`config.mk`:
```
export PLATFORM = sky130hd
export DESIGN_NAME = pipe_stage_buffer_flat
export DESIGN_NICKNAME = d
export VERILOG_FILES = /design/src/rtl/pipe_stage_buffer_if.sv /design/src/rtl/pipe_stage_buffer.sv /design/src/flat_wrapper.sv
export SDC_FILE = /design/constraint.sdc
export NUM_CORES = 1
export LEC_CHECK = 0
export CAP_MARGIN = 25
export CORE_ASPECT_RATIO = 0.6
export CORE_MARGIN = 1
export CORE_UTILIZATION = 50
export DETAILED_ROUTE_END_ITERATION = 10
export GPL_ROUTABILITY_DRIVEN = 0
export PLACE_DENSITY = 0.8
export SYNTH_ARGS = -nofsm -noshare
export SYNTH_HDL_FRONTEND = slang
export SYNTH_SLANG_ARGS = --single-unit
```
`constraint.sdc`:
```
create_clock -name clk -period 1.8 [get_ports clk]
set_input_delay 0.27 -clock clk [delete_from_list [all_inputs] [get_ports clk]]
set_output_delay 0.27 -clock clk [all_outputs]
set_load 0.02 [all_outputs]
```
`src/rtl/pipe_stage_buffer_if.sv`:
```
// Handshake bundle for pipe_stage_buffer.
//   slave  : buffer side. It takes the upstream entry, flush and the downstream
//            ready, and drives in_ready, the head entry and the occupancy.
//   master : surrounding pipeline side, with the opposite directions.
// Signals:
//   in_valid/in_ready/in_instr/in_ctrl   upstream handshake and entry
//   flush                                squash all held entries
//   out_valid/out_ready/out_instr/out_ctrl downstream handshake and head entry
//   count                                occupancy 0..2
interface pipe_stage_buffer_if #(
    parameter int unsigned INSTR_W = 16,
    parameter int unsigned CTRL_W  = 10
);
    logic               in_valid;
    logic               in_ready;
    logic [INSTR_W-1:0] in_instr;
    logic [CTRL_W-1:0]  in_ctrl;
    logic               flush;
    logic               out_valid;
    logic               out_ready;
    logic [INSTR_W-1:0] out_instr;
    logic [CTRL_W-1:0]  out_ctrl;
    logic [1:0]         count;

    modport slave (
        input  in_valid, in_instr, in_ctrl, flush, out_ready,
        output in_ready, out_valid, out_instr, out_ctrl, count
    );

    modport master (
        output in_valid, in_instr, in_ctrl, flush, out_ready,
        input  in_ready, out_valid, out_instr, out_ctrl, count
    );
endinterface

```
`src/rtl/pipe_stage_buffer.sv`:
```
// Pipeline stage register with valid/ready flow control and a 2-entry skid.
// It holds the instruction and packed control bits between two CPU stages.
// Entry order is strictly FIFO. The main register is the head entry, and the
// skid register catches the one entry that upstream may send during a stall.
// A flush turns every held entry into a bubble.
// Ports:
//   clk   rising-edge clock
//   rst   synchronous reset, active-high
//   bus   pipe_stage_buffer_if.slave. It carries the upstream and downstream
//         handshakes, flush and count.
module pipe_stage_buffer #(
    parameter int unsigned        INSTR_W   = 16,
    parameter int unsigned        CTRL_W    = 10,
    parameter logic [INSTR_W-1:0] NOP_INSTR = '0
) (
    input  logic                 clk,
    input  logic                 rst,
    pipe_stage_buffer_if.slave   bus
);
    typedef enum logic [1:0] {EMPTY, ONE, TWO} state_t;

    state_t             state, state_nxt;
    logic [INSTR_W-1:0] main_instr, main_instr_nxt;
    logic [CTRL_W-1:0]  main_ctrl,  main_ctrl_nxt;
    logic [INSTR_W-1:0] skid_instr, skid_instr_nxt;
    logic [CTRL_W-1:0]  skid_ctrl,  skid_ctrl_nxt;
    logic               in_ready_i, out_valid_i;
    logic               push, pop;

    // in_ready and out_valid depend only on the registered state. This keeps
    // out_ready from having any combinational path through to in_ready.
    assign push = bus.in_valid & in_ready_i;
    assign pop  = out_valid_i & bus.out_ready;

    // State register
    always_ff @(posedge clk) begin
        if (rst) begin
            state      <= EMPTY;
            main_instr <= NOP_INSTR;
            main_ctrl  <= '0;
            skid_instr <= NOP_INSTR;
            skid_ctrl  <= '0;
        end else begin
            state      <= state_nxt;
            main_instr <= main_instr_nxt;
            main_ctrl  <= main_ctrl_nxt;
            skid_instr <= skid_instr_nxt;
            skid_ctrl  <= skid_ctrl_nxt;
        end
    end

    // Next-state logic
    always_comb begin
        state_nxt      = state;
        main_instr_nxt = main_instr;
        main_ctrl_nxt  = main_ctrl;
        skid_instr_nxt = skid_instr;
        skid_ctrl_nxt  = skid_ctrl;
        if (bus.flush) begin
            // Any push in this cycle is dropped. A pop in this cycle has
            // already been taken by downstream, so nothing more is needed.
            state_nxt      = EMPTY;
            main_instr_nxt = NOP_INSTR;
            main_ctrl_nxt  = '0;
            skid_instr_nxt = NOP_INSTR;
            skid_ctrl_nxt  = '0;
        end else begin
            unique case (state)
                EMPTY: begin
                    if (push) begin
                        state_nxt      = ONE;
                        main_instr_nxt = bus.in_instr;
                        main_ctrl_nxt  = bus.in_ctrl;
                    end
                end
                ONE: begin
                    if (push && pop) begin
                        main_instr_nxt = bus.in_instr;
                        main_ctrl_nxt  = bus.in_ctrl;
                    end else if (push) begin
                        state_nxt      = TWO;
                        skid_instr_nxt = bus.in_instr;
                        skid_ctrl_nxt  = bus.in_ctrl;
                    end else if (pop) begin
                        state_nxt = EMPTY;
                    end
                end
                TWO: begin
                    // in_ready is low in this state, so push cannot happen.
                    if (pop) begin
                        state_nxt      = ONE;
                        main_instr_nxt = skid_instr;
                        main_ctrl_nxt  = skid_ctrl;
                    end
                end
                default: state_nxt = EMPTY;
            endcase
        end
    end

    // Output logic. A bubble shows NOP_INSTR and zero control, so a held or
    // flushed entry cannot assert write enables downstream.
    always_comb begin
        in_ready_i    = (state != TWO);
        out_valid_i   = (state != EMPTY);
        bus.in_ready  = in_ready_i;
        bus.out_valid = out_valid_i;
        bus.out_instr = out_valid_i ? main_instr : NOP_INSTR;
        bus.out_ctrl  = out_valid_i ? main_ctrl : '0;
        unique case (state)
            EMPTY:   bus.count = 2'd0;
            ONE:     bus.count = 2'd1;
            TWO:     bus.count = 2'd2;
            default: bus.count = 2'd0;
        endcase
    end
endmodule

```
`src/flat_wrapper.sv`:
```
// flat-port wrapper written by rule: the top's interface ports become plain ports
module pipe_stage_buffer_flat 
#(
    parameter int unsigned        INSTR_W   = 16,
    parameter int unsigned        CTRL_W    = 10,
    parameter logic [INSTR_W-1:0] NOP_INSTR = '0
)
  (clk, rst, bus_in_valid, bus_in_instr, bus_in_ctrl, bus_flush, bus_out_ready, bus_in_ready, bus_out_valid, bus_out_instr, bus_out_ctrl, bus_count);
  pipe_stage_buffer_if #(.INSTR_W(INSTR_W), .CTRL_W(CTRL_W)) bus_i ();
  input  logic clk;
  input  logic rst;
  input wire logic [$bits(bus_i.in_valid)-1:0] bus_in_valid;
  input wire logic [$bits(bus_i.in_instr)-1:0] bus_in_instr;
  input wire logic [$bits(bus_i.in_ctrl)-1:0] bus_in_ctrl;
  input wire logic [$bits(bus_i.flush)-1:0] bus_flush;
  input wire logic [$bits(bus_i.out_ready)-1:0] bus_out_ready;
  output wire logic [$bits(bus_i.in_ready)-1:0] bus_in_ready;
  output wire logic [$bits(bus_i.out_valid)-1:0] bus_out_valid;
  output wire logic [$bits(bus_i.out_instr)-1:0] bus_out_instr;
  output wire logic [$bits(bus_i.out_ctrl)-1:0] bus_out_ctrl;
  output wire logic [$bits(bus_i.count)-1:0] bus_count;
  assign bus_i.in_valid = bus_in_valid;
  assign bus_i.in_instr = bus_in_instr;
  assign bus_i.in_ctrl = bus_in_ctrl;
  assign bus_i.flush = bus_flush;
  assign bus_i.out_ready = bus_out_ready;
  assign bus_in_ready = bus_i.in_ready;
  assign bus_out_valid = bus_i.out_valid;
  assign bus_out_instr = bus_i.out_instr;
  assign bus_out_ctrl = bus_i.out_ctrl;
  assign bus_count = bus_i.count;
  pipe_stage_buffer #(.INSTR_W(INSTR_W), .CTRL_W(CTRL_W), .NOP_INSTR(NOP_INSTR)) u_core (.clk(clk), .rst(rst), .bus(bus_i));
endmodule
```
==> results by group <==
Cells and area
  – Final Cell Area: ~0.0034 mm²
  – Final design utilization: 71.90%
  – Share of cells above drive strength 1: roughly 16%
  – Area delta synth->final: 31.83%
  – Number of diodes: 0
  – NumNets Final: approximately 380

Worst setup path
  – Slowest stage delay, CP: 0.42 ns
  – Critical Path Start Type: register
  – R2R Path Start: u_core.state[0]$_SDFFE_PP0P_
  – Worst-path fanout max: 12
  – R2R depth: 5
  – Setup CP Type: register to output pin
  – Critical path data arrival time: approximately 1.4 ns
  – Critical Path RT: 1.53 ns
  – Worst R2R Setup Slack: 0.21 ns
  – CP endpoint kind: output pin
  – Critical Path, Cell by Cell: nor2_4 > buf_12 > nor2b_1 > dlygate4sd2_1
  – Cell with the largest stage delay on the worst path: dfxtp_1
  – Critical R2R Capture: u_core.main_instr[12]$_SDFFE_PP0P_

STA
  – Worst hold slack: around 0.46 ns
  – Period utilization: between 90 and 100%
  – Max-slew violation count: 0
  – Unrepaired setup endpoints after global routing: false
  – Slew headroom: 78.32%
  – Worst Setup Slack, final: 0.09186 ns
  – Worst Skew: 0.009934 ns
  – Fin. Hold Viols: 0
  – Setup tns final: 0 ns
  – Final min period: ~1.7 ns
  – Fmax: 585.4 MHz
  – Finish-stage setup viols: 0
  – Measured slew at the worst slew-check pin: 0.3252 ns

Synth
  – Number of flops mapped to enable cells by yosys: 0
  – Yosys cell types: 24
  – Synth area leaders: dfxtp_1, mux2i_1, a211oi_2
  – Mapped cell area: 0.002606 mm²
  – Post-synthesis sequential area ratio: 41.48%
  – Ys flop type: dfxtp_1
  – Synth Warn #: 0
  – Synth top area share: 41.48%
  – Syn avg cell area: 9.145 µm²
  – Mapped Cells: between 200 and 300
  – Yosys top cell by area: dfxtp_1
  – Yosys reg bits: 54
  – Asr flop ratio synth: 0%
  – Synthesized net count: 316

Placement
  – Input/output buffers: 60
  – DP HPWL: 4222 µm
  – Placement Cell Area: 0.003359 mm²
  – Post-place setup slack: 0.02453 ns

Routing
  – Vias per Instance: 5.623
  – Drt wl/cell: 15.87 µm
  – DRT Pass-1 Iters: 4
  – DRC viols: 0
  – Routed Antenna Nets: 0
  – Drt total wl: 6475 µm
  – 1st-iter DRT viols: 73
  – Vias post-DR: 2,294

Global route
  – Vias in the first global route: 2,081
  – Total GRT Usage: 24.14%
  – Initial antenna violation count: 0
  – Largest net degree at the start of global routing: 55
  – Global route overflow: 0
  – First-pass GRT wire length: 10,250 µm

Clock tree
  – H-tree depth: 2
  – Cells resized by post-CTS repair: 31
  – Worst-Skew Late Latency: 0.31 ns
  – # hold bufs at CTS: 0
  – Reg clk slew, reported paths: ~0.1 ns
  – TritonCTS Sinks: 54
  – Total CTS buffers: 5
  – Clk buf depth: 2
  – # Post-CTS Setup Buffers: 0
  – CTS tree: built
  – CTS root buffer: clkbuf_8

Floorplan
  – Die area: around 0.0055 mm²
  – Die W: 95.21 µm
  – IO Pins: 61
  – Core ar.: 0.004778 mm²
  – Site Rows: 19
  – Die Ht: 57.93 µm
  – Starting density of the core: 54.54%

Power and ir drop
  – Reg power frac: 51.5%
  – Sw Pwr: 0.0006007 W
  – Clock power frac: between 30% and 40%
  – Power Density: ~700 mW/mm²
  – Internal: around 0.0018 W
  – Worst VDD drop: a little over 0.0004 V
  – Combinational share of power: 14.9%
  – Switching fraction of total power: 24.86%
  – LEAKAGE: 1.462 nW

Min path
  – Hold Crit Class: register to register
  – Min-delay src: u_core.skid_instr[10]$_SDFFE_PP0P_
  – Hold Path Cell Cnt: 2
  – WHS Endpoint: u_core.skid_instr[10]$_SDFFE_PP0P_

Outcome
  – Status: complete, no violations

Job
  – Max-cap violations: 0
[area by class of cell]
| cell class | count | area [µm²] |
|---|---|---|
| clock buffer | 5 | 68.82 |
| clock inverter | 3 | 40.04 |
| fill | 352 | 1343 |
| inverter | 2 | 7.507 |
| multi-input combinational | 200 | 1389 |
| sequential | 54 | 1081 |
| tap | 63 | 78.83 |
| timing repair buffer | 81 | 770.7 |
[cell usage after synthesis (all sizes together) (2+ instances only)]
cell and count:
a21oi 27, nand2 53, clkbuf 14, inv 2
nand2b 2, buf 15, dfxtp 54, nor2 2
mux2i 26, a21o 2, a211oi 52, nor2b 28
[power by group through the flow]
stage / clock (W) / combinational [W] / sequential [W]
2_1_floorplan: 0 / 0.000203 / 0.00127
3_3_place_gp: 0 / 0.000359 / 0.00127
3_5_place_dp: 0 / 0.000364 / 0.00127
4_1_cts: 0.000818 / 0.000360 / 0.00124
5_1_grt: 0.000875 / 0.000382 / 0.00125
6_report: 0.000813 / 0.000359 / 0.00124
[cell usage in the layout, fill, tap and decap left out, drive strengths merged, types with 2 or more instances in the layout]
master          n
dfxtp          54
nand2          53
a211oi         52
clkdlybuf4s50  30
dlygate4sd2    30
nor2b          28
a21oi          27
mux2i          26
buf            21
clkbuf          5
inv             2
a21o            2
clkinv          2
nor2            2
nand2b          2
[stage by stage]
stage,total power (W),std cells
floorplan,0.001468,285
global placement,0.001628,400
detailed placement,0.001634,400
CTS,0.002421,408
global route,0.002504,408
finish,0.002416,408
[critical path, delay by kind of cell (launching register included)]
| family | cells | cell delay, ns |
|---|---|---|
| buffers and inverters | 2 | 0.50 |
| and+or+nand+nor | 2 | 0.21 |
| DFF | 1 | 0.42 |
[registers in the layout, summed over array words and instances (netlist names)]
register,count
u_core.main_instr,16
u_core.skid_instr,16
u_core.main_ctrl,10
u_core.skid_ctrl,10
u_core.state,2
[cells by family after synthesis]
family / Yosys count / synth area share, %
compound gates: 83 / 25.16
buf+inv: 31 / 6.289
flops: 54 / 41.48
mux: 26 / 9.986
simple gates: 91 / 17.09
[metal layers]
metal	wire length, µm	up-vias	track usage [%]	share of wire [%]
li1	-	1118	-	-
met1	3165	1097	34.86	49
met3	381	7	4.987	5.9
met4	57	0	7.143	0.88
met2	2870	72	36.33	44
met5	0	-	0	0
[worst max path at each step]
stage	startpoint	end	cells after the start
detailed placement	bus_out_ready	u_core.skid_ctrl[5]$_SDFFE_PP0P_	6
CTS	u_core.state[1]$_SDFFE_PP0P_	bus_out_instr[1]	4
global route	u_core.state[0]$_SDFFE_PP0P_	bus_out_ctrl[7]	4
global placement	bus_out_ready	u_core.skid_ctrl[1]$_SDFFE_PP0P_	6
floorplan	u_core.state[1]$_SDFFE_PP0P_	bus_out_valid	3
finish	u_core.state[0]$_SDFFE_PP0P_	bus_out_ctrl[2]	4
Note: power is estimated with default switching activity, not from simulation.
